$ cat src/rtl/multicycle_control.sv
// Main control FSM for the multicycle CPU datapath: sequences fetch/decode/execute/memory/writeback.
// Latency: one cycle per state, so beq/j take 3 cycles, R-type/sw/addi 4, lw 5 and an illegal opcode 2.
// Backpressure: none; the machine never stalls, and synchronous reset aborts any instruction on the next edge.
module multicycle_control (
    input  logic       clk,
    input  logic       reset,
    input  logic [5:0] Op,
    output logic       PCWrite,
    output logic       PCWriteCond,
    output logic [1:0] PCSource,
    output logic       IorD,
    output logic       MemRead,
    output logic       MemWrite,
    output logic       IRWrite,
    output logic       MemtoReg,
    output logic       RegDst,
    output logic       RegWrite,
    output logic       ALUSrcA,
    output logic [1:0] ALUSrcB,
    output logic [1:0] ALUOp,
    output logic [3:0] State,
    output logic       IllegalOp
);

    typedef enum logic [3:0] {
        S_FETCH    = 4'd0,
        S_DECODE   = 4'd1,
        S_MEMADDR  = 4'd2,
        S_MEMREAD  = 4'd3,
        S_MEMWB    = 4'd4,
        S_MEMWRITE = 4'd5,
        S_EXECUTE  = 4'd6,
        S_RCOMP    = 4'd7,
        S_BRANCH   = 4'd8,
        S_JUMP     = 4'd9,
        S_ADDIEX   = 4'd10,
        S_ADDIWB   = 4'd11
    } state_t;

    localparam logic [5:0] OP_RTYPE = 6'b000000;
    localparam logic [5:0] OP_LW    = 6'b100011;
    localparam logic [5:0] OP_SW    = 6'b101011;
    localparam logic [5:0] OP_BEQ   = 6'b000100;
    localparam logic [5:0] OP_J     = 6'b000010;
    localparam logic [5:0] OP_ADDI  = 6'b001000;

    state_t     state;
    state_t     state_nxt;
    logic [5:0] op_q;      // opcode captured in DECODE; MEMADDR steers on this, not on live Op
    logic       illegal;

    // State register and opcode latch; reset returns to FETCH and clears the latched opcode.
    always_ff @(posedge clk) begin
        if (reset) begin
            state <= S_FETCH;
            op_q  <= 6'd0;
        end else begin
            state <= state_nxt;
            if (state == S_DECODE) begin
                op_q <= Op;
            end
        end
    end

    // Next-state decode; unsupported opcodes in DECODE flag IllegalOp and fall back to FETCH.
    always_comb begin
        state_nxt = S_FETCH;
        illegal   = 1'b0;
        case (state)
            S_FETCH:   state_nxt = S_DECODE;
            S_DECODE: begin
                case (Op)
                    OP_RTYPE: state_nxt = S_EXECUTE;
                    OP_LW:    state_nxt = S_MEMADDR;
                    OP_SW:    state_nxt = S_MEMADDR;
                    OP_BEQ:   state_nxt = S_BRANCH;
                    OP_J:     state_nxt = S_JUMP;
                    OP_ADDI:  state_nxt = S_ADDIEX;
                    default: begin
                        state_nxt = S_FETCH;
                        illegal   = 1'b1;
                    end
                endcase
            end
            S_MEMADDR: begin
                if (op_q == OP_LW) begin
                    state_nxt = S_MEMREAD;
                end else if (op_q == OP_SW) begin
                    state_nxt = S_MEMWRITE;
                end else begin
                    state_nxt = S_FETCH;
                end
            end
            S_MEMREAD: state_nxt = S_MEMWB;
            S_EXECUTE: state_nxt = S_RCOMP;
            S_ADDIEX:  state_nxt = S_ADDIWB;
            default:   state_nxt = S_FETCH;
        endcase
    end

    // Moore output decode; everything is held at 0 while reset is high so no partial write escapes.
    always_comb begin
        PCWrite     = 1'b0;
        PCWriteCond = 1'b0;
        PCSource    = 2'b00;
        IorD        = 1'b0;
        MemRead     = 1'b0;
        MemWrite    = 1'b0;
        IRWrite     = 1'b0;
        MemtoReg    = 1'b0;
        RegDst      = 1'b0;
        RegWrite    = 1'b0;
        ALUSrcA     = 1'b0;
        ALUSrcB     = 2'b00;
        ALUOp       = 2'b00;
        IllegalOp   = 1'b0;
        if (!reset) begin
            IllegalOp = illegal;
            case (state)
                S_FETCH: begin
                    MemRead = 1'b1;
                    IRWrite = 1'b1;
                    ALUSrcB = 2'b01;
                    PCWrite = 1'b1;
                end
                S_DECODE:   ALUSrcB = 2'b11;
                S_MEMADDR: begin
                    ALUSrcA = 1'b1;
                    ALUSrcB = 2'b10;
                end
                S_MEMREAD: begin
                    MemRead = 1'b1;
                    IorD    = 1'b1;
                end
                S_MEMWB: begin
                    RegWrite = 1'b1;
                    MemtoReg = 1'b1;
                end
                S_MEMWRITE: begin
                    MemWrite = 1'b1;
                    IorD     = 1'b1;
                end
                S_EXECUTE: begin
                    ALUSrcA = 1'b1;
                    ALUOp   = 2'b10;
                end
                S_RCOMP: begin
                    RegWrite = 1'b1;
                    RegDst   = 1'b1;
                end
                S_BRANCH: begin
                    ALUSrcA     = 1'b1;
                    ALUOp       = 2'b01;
                    PCWriteCond = 1'b1;
                    PCSource    = 2'b01;
                end
                S_JUMP: begin
                    PCWrite  = 1'b1;
                    PCSource = 2'b10;
                end
                S_ADDIEX: begin
                    ALUSrcA = 1'b1;
                    ALUSrcB = 2'b10;
                end
                S_ADDIWB:   RegWrite = 1'b1;
                default: ;
            endcase
        end
    end

    assign State = state;

endmodule

$ cat config.mk
export PLATFORM = sky130hd
export DESIGN_NAME = multicycle_control
export DESIGN_NICKNAME = d
export VERILOG_FILES = /design/src/rtl/multicycle_control.sv
export SDC_FILE = /design/constraint.sdc
export NUM_CORES = 1
export LEC_CHECK = 0
export CAP_MARGIN = 10
export CORE_MARGIN = 2
export CORE_UTILIZATION = 46
export DETAILED_ROUTE_END_ITERATION = 8
export PLACE_DENSITY = 0.94
export SKIP_CTS_REPAIR_TIMING = 1
export SYNTH_ARGS = -nofsm -noshare
export SYNTH_HDL_FRONTEND = slang
export SYNTH_SLANG_ARGS = --single-unit
$ cat constraint.sdc
create_clock -name clk -period 4.1 [get_ports clk]
set_input_delay 0.615 -clock clk [delete_from_list [all_inputs] [get_ports clk]]
set_output_delay 0.615 -clock clk [all_outputs]
set_load 0.03 [all_outputs]
======== After elaboration in Yosys (flattened, before gate mapping) ========
Cells that the tools add are included.
Widths: inputs -> output; s select.
storage, ports and cells
  register bits ........................... 10
  bits of input ports ..................... 8
  output and inout bits ................... 21
operators by class
  equal/unequal tests ..................... 18
  mux-type cells .......................... 33
  reduce and logical (&&, ||, !) cells .... 10
operator list
  kind                number
  $eq 6x6->1 const B  4
  $pmux 4 s6          1
  $mux 1              23
  $pmux 4 s5          1
  $eq 4x3->1 const B  4
  $eq 4x4->1 const B  4
  $reduce_or 2->1     5
  $eq 4x2->1 const B  2
  $pmux 2 s2          2
  $eq 6x2->1 const B  1
  $eq 6x3->1 const B  1
  $eq 6x4->1 const B  1
  $logic_not 6->1     1
  $mux 2              3
  $mux 3              2
  $pmux 2 s3          1
  $reduce_or 6->1     1
  $eq 4x1->1 const B  1
  $logic_not 4->1     1
  $reduce_or 4->1     1
  $reduce_or 3->1     1

======== Logic depth before layout (Yosys ltp) ========
  word-level depth ........................ 5
  mapped depth ............................ 6

======== Worst setup path after synthesis ========
OpenSTA, ideal clock, no wires.
  path type ............................... reg-to-output
  start ................................... register state[2] (netlist: State[2])
  end ..................................... output port MemRead
  data arrival time ....................... 1.922 ns
  data required time ...................... 3.485 ns
  setup slack ............................. 1.563 ns
  stages on the path, launching flop included .. 5
  buffers on the path ..................... 2
  cells stage by stage .................... dfxtp_1 > buf_6 > or2_1 > buf_6 > nor4_1
on the way
  cells in the longest elaborated chain, start to end .. 4
  elaborated cells on any way between the ends .. 5
  those cells by class .................... eq/ne (1); mux (2); reduce/logical (2)
RTL lines
  what                                           line  RTL
  start, declared                                47    state_t state;
  start signal, assigned                         58    state <= state_nxt;
  $eq 4x2->1 or $logic_not 4->1 (tied branches)  119   case (state)
  $reduce_or 2->1 (no line) *                    n/a
  $mux 1 *                                       119
  $mux 1 *                                       117   if (!reset) begin
  end, declared                                  12    output logic MemRead,
Mark *: on every way between the ends. The rest lies on a longest branch, timed or not.

======== Worst setup path in the final report ========
  start ................................... input port reset
  end ..................................... output port PCWrite
on the way
  cells in the longest elaborated chain, start to end .. 1
RTL lines
  what             line  RTL
  start, declared  6     input logic reset,
  $mux 1           117
  end, declared    8     output logic PCWrite,
Every way passes these cells.

==> flow_metrics.py <==
metrics = {
    "floorplanning": {
        "die_y_um": 45.1,
        "start_util_pct": 50.3,
        "ioPinCount": 29,
        "die_x_um": 45.1,
        "dieArea_mm2": 0.00203,
        "rows": 14,
        "coreArea_mm2": 0.00154,
    },
    "place": {
        "io_buffer_count": 28,
        "place_congestion": 0.846,
        "dpl.hpwl_mm": 1.45,
        "dpl-instance-area_mm2": 0.00101,
    },
    "routing": {
        "postRouteAntennaNets": 0,
        "num_vias": 825,
        "via_per_inst": 5.77,
        "wl_per_cell_um": 13.2,
        "drc": 0,
        "drt_pass1_iterations": 6,
        "wl_mm": 1.89,
        "dr.first_iter.drc_count": 26,
    },
    "timing": {
        "max_slew.worst_pin.slew_ps": 414,
        "rsz0062_at_grt": "false",
        "finalMaxSlewViolations": 0,
        "fin_skew_ps": 0.894,
        "maxSlewHeadroom_pct": 72.3,
        "fin_crit_ps": 3130,
        "post-route-period-util_pct": 76.4,
        "whs_ps": 462,
        "hold_viol": 0,
        "max_freq_ghz": 0.319,
        "fin_tns_setup_ps": 0,
        "setup_viol": 0,
    },
    "synth": {
        "ys_types": 39,
        "ys_warn_count": 0,
        "synth_fp_nets": 111,
        "async_flop_share_pct": 0,
        "synthFlopType": "dfxtp_1",
        "ys_seq_elements": 10,
        "synth_edf_count": 0,
        "avgSynthCellArea_um2": 7.53,
        "yosysSeqAreaShare_pct": 25.8,
        "synth_area_leaders": "dfxtp_1 26%, nand2_1 8.2%, nor2_1 5.3%",
        "synthTopCellsByCount": "17 x nand2_1, 11 x nor2_1, 10 x dfxtp_1",
        "synth_area_leader_cell": "dfxtp_1",
        "synth.top_cell.area_share_pct": 25.8,
        "netlist_area_um2": 776,
        "synth_cells": 103,
        "synth.most_common_cell": "nand2_1",
    },
    "setup_path": {
        "r2r_slack_ps": 2490,
        "path_class": "in2out",
        "rr_worst_depth": 4,
        "cp-endpoint": "PCWrite",
        "path_max_fanout": 20,
        "timing.rr.end": "State[1]",
        "end_kind": "primary output",
        "crit_start": "reset",
        "cp.arrival_ps": 2520,
        "cp_data_required_time_ps": 3480,
        "slowest_stage": "clkdlybuf4s50_1",
        "r2r-start": "State[2]",
        "start_kind": "input port",
        "cp_cell_sequence": "clkdlybuf4s50_1 -> buf_4 -> or3_1 -> nor2_1 -> or2_2 -> clkdlybuf4s50_1",
        "cpMostUsedCell": "clkdlybuf4s50_1",
        "cp_slowest_stage_delay_ps": 650,
    },
    "cts": {
        "numCtsBuffers": 3,
        "cts_tree": "built",
        "clkSinkCount": 10,
        "clockBufferDepth": 2,
        "cts_max_level": 1,
        "clk_latency_ps": 260,
        "clk_pin_slew_ps": 70,
        "root_buffer": "clkbuf_4",
    },
    "pwr": {
        "leakagePower_nw": 0.351,
        "ir_drop_mv": 0.191,
        "power_density_mw_per_mm2": 248,
    },
    "global_route": {
        "grt_usage_pct": 19.7,
        "grt_pass1_vias": 682,
        "grt_max_degree": 21,
        "grt_antenna_before_repair": 0,
        "grt_first_pass_wirelength_mm": 2.97,
        "overflow": 0,
    },
    "worst_hold_path": {
        "hold_class": "reg2reg",
        "min_from": "op_q[2]",
    },
    "status": {
        "outcome": "finished, final reports clean",
    },
    "finish": {
        "drive_above_1_share_pct": 9.45,
        "fin_area_mm2": 0.00105,
        "areaGrowthSynthToFinish_pct": 35.3,
        "fillers": 136,
        "diodes": 0,
        "final_util_pct": 68.1,
        "fin_nets": 136,
    },
    "run": {
        "max_cap_violations": 0,
    },
}
==> how the worst min path moves through the flow <==
stage	to	cells past startpoint
after floorplan	op_q[2]	2
after global placement	op_q[1]	2
after detailed placement	op_q[1]	2
after CTS	op_q[1]	2
after global routing	op_q[1]	2
final	op_q[2]	2
==> report_power, final <==
group	switching [mW]	internal, mW
combinational	0.0373	0.0279
clock	0.0343	0.0539
sequential	0.00520	0.102
==> flip-flops by register name, indices dropped and copies added (netlist names) <==
register and count:
op_q 6, State 4
==> area by class of cell <==
| class | instances | area (µm²) | share of cell area, % |
|---|---|---|---|
| multi-input combinational | 82 | 498 | 47.4 |
| sequential | 10 | 200 | 19.1 |
| tap | 16 | 20.0 | 1.91 |
| inverter | 2 | 7.51 | 0.715 |
| clock buffer | 4 | 36.3 | 3.46 |
| timing repair buffer | 29 | 288 | 27.4 |
==> critical path, delay by kind of cell <==
kind / cells / cell delay, ps
AND/OR/NAND/NOR: 3 / 650
buffers and inverters: 3 / 1250
==> per-stage QoR <==
| step | power, mW | cells | worst slack, ps |
|---|---|---|---|
| floorplan | 0.149 | 103 | 1560 |
| global placement | 0.172 | 139 | 1000 |
| detailed placement | 0.174 | 139 | 962 |
| CTS | 0.263 | 143 | 960 |
| global route | 0.272 | 143 | 894 |
| finish | 0.261 | 143 | 968 |
==> cell families after synthesis <==
family | share of synthesized area, %
compound gates | 17.7
xor+xnor | 3.39
fa+ha+maj | 1.29
simple gates | 40.3
flops | 25.8
buf+inv | 10.0
mux | 1.45
==> routing by layer <==
layer	global-route usage [%]	vias up	routed length (µm)
met2	31.1	29	909
met5	0	-	0
met4	3.53	0	0
li1	-	416	-
met1	27.6	380	872
met3	4.80	0	105
==> placed cells by master, fill, tap and decap left out, types with 2 or more instances in the layout <==
cell and instances:
nor3_1 8, inv_1 2, clkbuf_4 3, nand2_1 17, nor2b_1 2, xor2_1 2
nor4b_1 2, a21oi_1 8, dfxtp_1 10, o31a_1 2, o21ai_0 2, nor2_1 11
nand2b_1 4, nor4_1 3, clkdlybuf4s50_1 28
Note: power is estimated with default switching activity, not from simulation.
